$ cat src/rtl/buf_rr_arbiter.sv
// Round-robin arbiter feeding a single registered output word drained by valid/ready.
// The search starts at ptr, so the most recently granted requester has the lowest priority.
module buf_rr_arbiter #(
  parameter int unsigned N  = 4,
  parameter int unsigned W  = 8,
  parameter int unsigned SW = (N > 1) ? $clog2(N) : 1
) (
  input  logic           clk,
  input  logic           rst_n,
  input  logic [N-1:0]   req,
  input  logic [N*W-1:0] req_data,
  output logic [N-1:0]   gnt,
  output logic           out_valid,
  output logic [W-1:0]   out_data,
  output logic [SW-1:0]  out_src,
  input  logic           out_ready
);

  typedef enum logic [0:0] {StEmpty, StFull} state_e;

  state_e        state_q;
  logic [W-1:0]  data_q;
  logic [SW-1:0] src_q;
  logic [SW-1:0] ptr_q;

  logic [SW-1:0] winner;
  logic          found;
  logic          load;

  // Scan N positions starting at ptr_q; the first pending requester wins.
  always_comb begin
    int unsigned idx_wide;
    logic [SW-1:0] idx;
    found  = 1'b0;
    winner = '0;
    for (int unsigned k = 0; k < N; k++) begin
      idx_wide = (int'(ptr_q) + k) % N;
      idx      = SW'(idx_wide);
      if (!found && req[idx]) begin
        found  = 1'b1;
        winner = idx;
      end
    end
  end

  assign load = found && ((state_q == StEmpty) || out_ready) && rst_n;

  always_comb begin
    gnt = '0;
    if (load) begin
      gnt[winner] = 1'b1;
    end
  end

  always_ff @(posedge clk) begin
    if (!rst_n) begin
      state_q <= StEmpty;
      data_q  <= '0;
      src_q   <= '0;
      ptr_q   <= '0;
    end else begin
      unique case (state_q)
        StEmpty: begin
          if (load) begin
            state_q <= StFull;
          end
        end
        StFull: begin
          if (!load && out_ready) begin
            state_q <= StEmpty;
          end
        end
        default: state_q <= StEmpty;
      endcase
      if (load) begin
        data_q <= req_data[winner*W +: W];
        src_q  <= winner;
        ptr_q  <= (winner == SW'(N - 1)) ? '0 : winner + 1'b1;
      end
    end
  end

  assign out_valid = (state_q == StFull);
  assign out_data  = data_q;
  assign out_src   = src_q;

endmodule
$ cat config.mk
export PLATFORM = sky130hd
export DESIGN_NAME = buf_rr_arbiter
export DESIGN_NICKNAME = d
export VERILOG_FILES = /design/src/rtl/buf_rr_arbiter.sv
export SDC_FILE = /design/constraint.sdc
export NUM_CORES = 1
export LEC_CHECK = 0
export ABC_AREA = 1
export BUFFER_PORTS_ARGS = -buffer_cell sky130_fd_sc_hd__buf_2
export CAP_MARGIN = 15
export CORE_MARGIN = 1.5
export CORE_UTILIZATION = 45
export CTS_BUF_LIST = sky130_fd_sc_hd__clkbuf_8
export DETAILED_ROUTE_END_ITERATION = 10
export PLACE_DENSITY = 0.86
export SETUP_SLACK_MARGIN = 0.15
export SLEW_MARGIN = 20
export SYNTH_ARGS = -nofsm -noshare
export SYNTH_HDL_FRONTEND = slang
export SYNTH_SLANG_ARGS = --single-unit
export TNS_END_PERCENT = 100
$ cat constraint.sdc
create_clock -name clk -period 2.4 [get_ports clk]
set_input_delay 0 -clock clk [delete_from_list [all_inputs] [get_ports clk]]
set_output_delay 0 -clock clk [all_outputs]
set_load 0.005 [all_outputs]
# Word-level counts from Yosys, hierarchy flattened
# Index checks and enable logic that the tools add are counted.
[totals]
input_bits = 39
regBits = 13
[classes]
n_mux = 23
n_addsub = 4
shift = 1
bitwise_logic = 1
reduce_logical = 12
eq_ne = 1
magnitude_cmp = 6
[ops]
columns = ["cell", "n"]
rows = [
  ["$shiftx A32 B6 Y8", 1],
  ["$lt A2 B3 Y1 const B", 5],
  ["$mux W1", 11],
  ["$mux W2", 5],
  ["$bmux W1 S2", 4],
  ["$logic_and A1 B1 Y1", 7],
  ["$add A2 B1 Y2 const B", 2],
  ["$add A2 B2 Y2 const B", 2],
  ["$logic_not A1 Y1", 4],
  ["$mux W4", 1],
  ["$demux W1 S2", 1],
  ["$eq A2 B2 Y1 const B", 1],
  ["$ge A2 B1 Y1 const B", 1],
  ["$pmux W1 S2", 1],
  ["$logic_or A1 B1 Y1", 1],
  ["$not A1 Y1", 1],
]

# Longest topological paths before layout
# Gate-level depths: netlist (run 1).
[logic_depth]
word_depth = 18
ltp_mapped = 15
depth_no_buf = 14

# Worst setup path after synthesis (run 1)
# Ideal clock, no wire load.
[synth_path]
kind = "register to register"
start = "register ptr_q[0]"
end = "register ptr_q[1]"
setup_ns = 0.119
period_less_slack_ns = 1.802
n_path_buf = 2
required_ns = 2.281
arrival_ns = 1.682
stages_incl_launch_ff = 15
setup_slack_ns = 0.598
path_cell_list = "dfxtp_1 -> buf_6 -> nand2_2 -> nand2_2 -> nand2_1 -> nand2_1 -> nor2_2 -> nand2_1 -> nor2_1 -> nor2_1 -> inv_1 -> buf_6 -> ha_1 -> o21ai_0 -> a21oi_1"
[synth_via]
elab_chain_len = 14
elab_cells_between_ends = 30
cone_classes = "add/sub (4); eq/ne (1); mux (17); reduce/logical (8)"
[synth_lines]
columns = ["element", "line", "rtl"]
rows = [
  ["start, declared", "24", "logic [SW-1:0] ptr_q;"],
  ["start signal, assigned", "78", "ptr_q <= (winner == SW'(N - 1)) ? '0 : winner + 1'b1;"],
  ["parallel branches: the longest is 14 deep, another holds $add A2 B1 Y2", "--", ""],
]
# Parallel ways; which one is timed is not known. The select of a mux whose other input is x is not followed.
# A chain may end at the register's enable or synchronous reset.

# Final worst setup path (run 1)
[layout_path]
start = "register ptr_q[0]"
end = "output gnt[1]"
[layout_via]
elab_chain_len = 17
elab_cells_between_ends = 33
cone_classes = "add/sub (3); order compare (2); mux (19); reduce/logical (9)"
[layout_lines]
columns = ["element", "line", "rtl"]
rows = [
  ["parallel branches: the longest is 16 deep, another holds $lt A2 B3 Y1", "--", ""],
  ["$mux W4 (*)", "50", "if (load) begin"],
  ["end, declared", "12", "output logic [N-1:0] gnt,"],
]
# Every way passes the cells marked *. The select of a mux whose other input is x is not followed.

==> metrics.cfg, run 1 <==
[setup_path]
crit_path_start = ptr_q[0]
required_ps = 2400
cpMaxStageDelayCell = dfxtp_4
crit_chain = inv_2 -> nand2_1 -> nand3_1 -> nand2_4 -> nor2_2 -> nand3_2 -> nand2_8 -> nand2_4 -> buf_4 -> nor3_1 -> buf_2
worst_setup_path_start_kind = flip-flop
endpoint_kind = primary output
critPathTopFamily = simple AND/OR/NAND/NOR gates
path_class = reg -> out
cp_num_cells = 11
r2r_start = ptr_q[0]
crit_fanout = 17
critPathMostFrequentCell = nand2_4
arrival_ps = 2050
r2r_cells = 11
cp_num_buf_inv = 3
cp_slowest_stage_delay_ps = 370

[clock_network]
root_buffer = clkbuf_8
clkLatencyLatePin_ps = 240
cts_buffers = 3
ctsHoldBuffers = 0
clk_pin_slew_ps = 60
clock_path_buffers = 2
h-tree-depth = 1
clkSinkCount = 13
cts_tree = built

[sta]
setup_violations = 0
finalHoldViolCount = 0
fmax_mhz = 488
postLayoutSetupSlackWorst_ps = 351
skew_ps = 5.07
slew_viol_final = 0
slew-limit-headroom = 0.773
rsz0062_at_grt = false
worstMarginPinSlew_ps = 340
fin_crit_ps = 2050
finalSetupTns_ps = 0
period_share = 0.854

[pwr]
pwr-share-comb = 0.754
vdd_drop_max_mv = 0.893
leakage_nw = 0.815
switching_share = 0.532
intPower_w = 0.00108
power_switching_w = 0.00123
powerDensity_nw_per_um2 = 1620
p_seq_frac = 0.166
clock_power_share = 0.080

[logic_synthesis]
synthesis.area_um2 = 1140
ys_types = 20
avgSynthCellArea_um2 = 6.29
ys_seq_area_frac = 0.229
netlist.area_leader.share = 0.229
yosys.area.top_type = dfxtp_1
synthTopCellsByCount = nand2_1, nand3_1, dfxtp_1
synthArstFlopShare = 0
synthCells = 181
yosysMostFrequentCell = nand2_1
synth_ff_type = dfxtp_1
synth_edf_count = 0
yosys_warnings = 0
yosys_register_bits = 13
synth_fp_nets = 221
yosys-top-cells-area = dfxtp_1, nand3_1, nand2_1

[cells_and_area]
finalInstanceArea_um2 = 1430
regArea_um2 = 264
nFillCells = 245
antenna_cells = 0
final_nets = 275
drive_above_1_share = 0.363
final_util = 0.587
syn_to_final_growth_pct = 25.5
multiInputGateArea_um2 = 731

[placed_design]
post-place-ws_ps = 341
routabilityCongestion = 0.922
port_buffers = 53
place_area_um2 = 1370
dp_hpwl_um = 2140

[global_routing]
grt_max_degree = 18
grt_pass1_wl_um = 4330
gr-total-overflow = 0
grt_pass1_vias = 1090
antenna_found_initial = 0
grtUsageTotal = 0.199

[job]
drv_cap = 0

[drt]
viasPerCell = 5.03
drt-initial-drc-count = 28
ant_nets = 0
wl_um = 2780
firstDrtPassIters = 4
vias = 1328
drcViolationCount = 0
wl_per_cell_um = 10.5

[floorplanning]
num_io_pins = 54
fp-row-count = 18
chipHeight_um = 53.3
start_util = 0.468
core-area_um2 = 2430
die_area_um2 = 2840
dieWidth_um = 53.3

[status]
outcome = finished, final reports clean

[worst_hold_path]
whs_path_depth = 5
hp-start = req_data[21]
hp-class = in -> reg

==> cell families after synthesis <==
| logic type | synth area share |
|---|---|
| AO/OA/AOI/OAI | 0.0396 |
| flip-flops | 0.229 |
| AND/OR/NAND/NOR | 0.584 |
| buffers and inverters | 0.137 |
| adder cells (fa/ha/maj) | 0.0110 |
==> worst paths after layout <==
check	end	slack, ps
max reg2reg	ptr_q[1]	420
min reg2reg	out_src[0]	460
min	out_data[5]	70
max	gnt[1]	350
==> placed cells by master, fill, tap and decap left out, types with 2 or more instances in the layout <==
cell,count
a21oi_1,6
nand3_2,3
nand2_2,9
dfxtp_1,12
inv_2,4
buf_4,4
buf_2,53
clkbuf_8,3
nand3_1,50
inv_1,12
nand2_1,53
nor2_1,8
nand2_4,4
nor2_2,3
o21ai_0,2
==> layout make-up <==
class / instances / share of cell area
multi-input cells: 145 / 0.511
repair buffers: 57 / 0.207
flip-flops and latches: 13 / 0.185
inverters: 15 / 0.0394
clock inverters: 1 / 0.00263
clock buffers: 3 / 0.0289
well taps: 30 / 0.0263
==> layer usage <==
layer	track usage	routed length, um
met1	0.258	1260
met2	0.335	1370
met3	0.0367	134
met4	0.0513	17
met5	0	0
==> state kept, by name (all words and copies together) (netlist names) <==
register   count
ptr_q          2
out_valid      1
out_src        2
out_data       8
==> repair_timing <==
action | CTS | global route
resized for setup | 0 | 3
setup endpoints to repair | 0 | 6
setup buffers | 0 | 0
==> power groups by stage <==
stage | Clock [W] | Combinational, W | Sequential (W)
floorplan | 0 | 0.00146 | 0.000377
global placement | 0 | 0.00166 | 0.000382
detailed placement | 0 | 0.00169 | 0.000385
CTS | 0.000190 | 0.00170 | 0.000380
global route | 0.000202 | 0.00199 | 0.000398
finish | 0.000185 | 0.00175 | 0.000384
==> metrics by stage <==
| stage | std cells | hold slack (ps) | power [W] |
|---|---|---|---|
| global placement | 260 | 318 | 0.00204 |
| CTS | 264 | 77.1 | 0.00227 |
| finish | 264 | 74.9 | 0.00231 |
| floorplan | 181 | 132 | 0.00183 |
| detailed placement | 260 | 324 | 0.00208 |
| global route | 264 | 92.5 | 0.00260 |
==> worst register-to-register path, cell delays in order (launching register included) <==
cell,delay [ps]
dfxtp_4,370
inv_2,120
nand2_1,110
nand3_1,150
nand2_4,70
a21oi_1,140
nand2_2,230
nand2_4,150
inv_2,40
ha_1,260
o21ai_0,180
a21oi_1,50
Note: power is estimated with default switching activity, not from simulation.
==> run 2: changes to the inputs <==
Settings changed: BUFFER_PORTS_ARGS -buffer_cell sky130_fd_sc_hd__buf_2 to -buffer_cell sky130_fd_sc_hd__buf_4.
==> run 2 against run 1 <==
Register-to-register slack gained 50 ps. Clock power rose by 7%. Clock skew shrank 2.3 ps. Wire length up 6.4%. Global-route usage increased by 2.7 points. Critical path type unchanged.
==> metrics.cfg, run 2 (same netlist as run 1, synthesis figures left out) <==
[status]
outcome = finished, final reports clean  ; unchanged

[drt]
vias = 1385  ; was 1328
drt-initial-drc-count = 25  ; was 28
viasPerCell = 5.25  ; was 5.03
wl_um = 2960  ; was 2780 um
drcViolationCount = 0  ; unchanged
firstDrtPassIters = 4  ; unchanged
wl_per_cell_um = 11.2  ; was 10.5 um
ant_nets = 0  ; unchanged

[cells_and_area]
nFillCells = 241  ; was 245
syn_to_final_growth_pct = 37.6  ; was 25.5%
antenna_cells = 0  ; unchanged
final_nets = 275  ; unchanged
layout_commonest_cell = buf_4
largest_reg_flops = 8  ; unchanged
instances_no_fill = 264  ; unchanged
final_util = 0.644  ; was 0.587
final_cell_mix = buf_4, nand2_1, nand3_1, inv_1, dfxtp_1  ; was nand2_1, buf_2, nand3_1, inv_1, dfxtp_1
drive_above_1_share = 0.363  ; unchanged

[floorplanning]
chipHeight_um = 53.3  ; unchanged
fp-row-count = 18  ; unchanged
num_io_pins = 54  ; unchanged
core-area_um2 = 2430  ; unchanged
die_area_um2 = 2840  ; unchanged
dieWidth_um = 53.3  ; unchanged
start_util = 0.468  ; unchanged

[setup_path]
cp_slowest_stage_delay_ps = 400  ; was 370 ps
arrival_ps = 2120  ; was 2050 ps
required_ps = 2400  ; about the same
cpMaxStageDelayCell = dfxtp_4  ; unchanged
endpoint_kind = primary output  ; unchanged
worst_setup_path_start_kind = flip-flop  ; unchanged
path_class = reg -> out  ; unchanged
crit_chain = buf_4 -> nand2_2 -> nand2_2 -> nand2_1 -> o21ai_1 -> nand3_2 -> nand2_8 -> nand2_4 -> buf_4 -> nor3_1 -> buf_4  ; was inv_2 -> nand2_1 -> nand3_1 -> nand2_4 -> nor2_2 -> nand3_2 -> nand2_8 -> nand2_4 -> buf_4 -> nor3_1 -> buf_2
crit_fanout = 17  ; unchanged
critPathMostFrequentCell = buf_4  ; was nand2_4

[clock_network]
clkSinkCount = 13  ; unchanged
clock_path_buffers = 2  ; unchanged
cts_setup_buffers = 0  ; unchanged
clkLatencyLatePin_ps = 240  ; about the same
clk_pin_slew_ps = 60  ; about the same
cts_tree = built  ; unchanged
h-tree-depth = 1  ; unchanged
root_buffer = clkbuf_8  ; unchanged
cts_buffers = 3  ; unchanged

[sta]
worstMarginPinSlew_ps = 210  ; was 340 ps
period_share = 0.882  ; was 0.854
finalSetupTns_ps = 0  ; unchanged
skew_ps = 2.73  ; was 5.07 ps
fmax_mhz = 472  ; was 488 MHz
slew_viol_final = 0  ; unchanged
setup_violations = 0  ; unchanged
fin_crit_ps = 2120  ; was 2050 ps
slew-limit-headroom = 0.859  ; was 0.773
rsz0062_at_grt = false  ; unchanged
finalHoldViolCount = 0  ; unchanged

[global_routing]
grt_pass1_wl_um = 4810  ; was 4330 um
antenna_found_initial = 0  ; unchanged
grtUsageTotal = 0.227  ; was 0.199
gr-total-overflow = 0  ; unchanged
grt_pass1_vias = 1184  ; was 1090
grt_max_degree = 18  ; unchanged

[pwr]
vdd_drop_max_mv = 0.902  ; was 0.893 mV
leakage_nw = 0.862  ; was 0.815 nW
pwr-share-comb = 0.758  ; was 0.754
switching_share = 0.522  ; was 0.532
p_seq_frac = 0.161  ; was 0.166
powerDensity_nw_per_um2 = 1550  ; was 1620 nW/um2
intPower_w = 0.00116  ; was 0.00108 W
clock_power_share = 0.082  ; was 0.080
power_switching_w = 0.00126  ; was 0.00123 W

[placed_design]
dp_hpwl_um = 2250  ; was 2140 um
routabilityCongestion = 0.869  ; was 0.922
dp_cells = 260  ; unchanged
port_buffers = 53  ; unchanged

[job]
drv_cap = 0  ; unchanged

[worst_hold_path]
hp-class = in -> reg  ; unchanged

-- run 2: changes by cell type in the layout (fill, tap and decap cells not counted) --
cell / change
nand2_4: +1
buf_4: +53
buf_2: -53
nand2_2: -1
-- run 2: power groups by stage --
| stage | registers (W) | logic [W] | clock network (W) |
|---|---|---|---|
| 6_report | 0.000389 | 0.00183 | 0.000198 |
| 5_1_grt | 0.000399 | 0.00209 | 0.000220 |
| 4_1_cts | 0.000387 | 0.00179 | 0.000204 |
| 3_5_place_dp | 0.000390 | 0.00177 | 0 |
| 3_3_place_gp | 0.000386 | 0.00174 | 0 |
| 2_1_floorplan | 0.000377 | 0.00146 | 0 |
-- run 2: area by class of cell --
class / instances / area, um2 / share of cell area
multi-input cells: 145 / 736 / 0.470
well taps: 30 / 37.5 / 0.0240
inverters: 15 / 56.3 / 0.0359
flip-flops and latches: 13 / 264 / 0.169
repair buffers: 57 / 428 / 0.273
clock buffers: 3 / 41.3 / 0.0264
clock inverters: 1 / 3.75 / 0.00240
-- run 2: worst max-delay path: cells and delay by family, from the launching register on --
| kind | cells | cell delay (ps) |
|---|---|---|
| buffers and inverters | 3 | 520 |
| and+or+nand+nor | 7 | 830 |
| DFF | 1 | 400 |
| AOI/OAI and AO/OA | 1 | 120 |
-- run 2: final timing paths --
kind / cells after the start / end / slack [ps] / start
setup / recovery: 11 / gnt[1] / 280 / ptr_q[0]
hold / removal: 5 / out_data[5] / 70 / req_data[21]
setup reg to reg: 12 / ptr_q[1] / 470 / ptr_q[0]
hold reg to reg: 2 / out_src[0] / 460 / out_src[0]
-- run 2: per-layer routing --
| layer | GRT usage | wire (um) | vias to the layer above |
|---|---|---|---|
| met5 | 0 | 0 | - |
| met4 | 0.0897 | 23 | 0 |
| met3 | 0.0395 | 199 | 4 |
| met2 | 0.337 | 1460 | 56 |
| met1 | 0.318 | 1270 | 632 |
| li1 | - | - | 693 |
-- run 2: repair_timing --
item                                   in CTS  in global routing
resized for setup                           1                  3
setup endpoints to repair                   1                  3
hold buffers                                0                  0
endpoints found under the hold margin       0                  0
gates cloned                                0                  0
-- run 2: through the flow --
step,power [W],cell area (um2),setup WS [ps],hold slack (ps)
floorplan,0.00183,1140,598,132
global placement,0.00213,1500,391,320
detailed placement,0.00216,1500,333,323
CTS,0.00238,1550,269,75.4
global route,0.00271,1570,157,89.5
finish,0.00242,1570,283,72.8
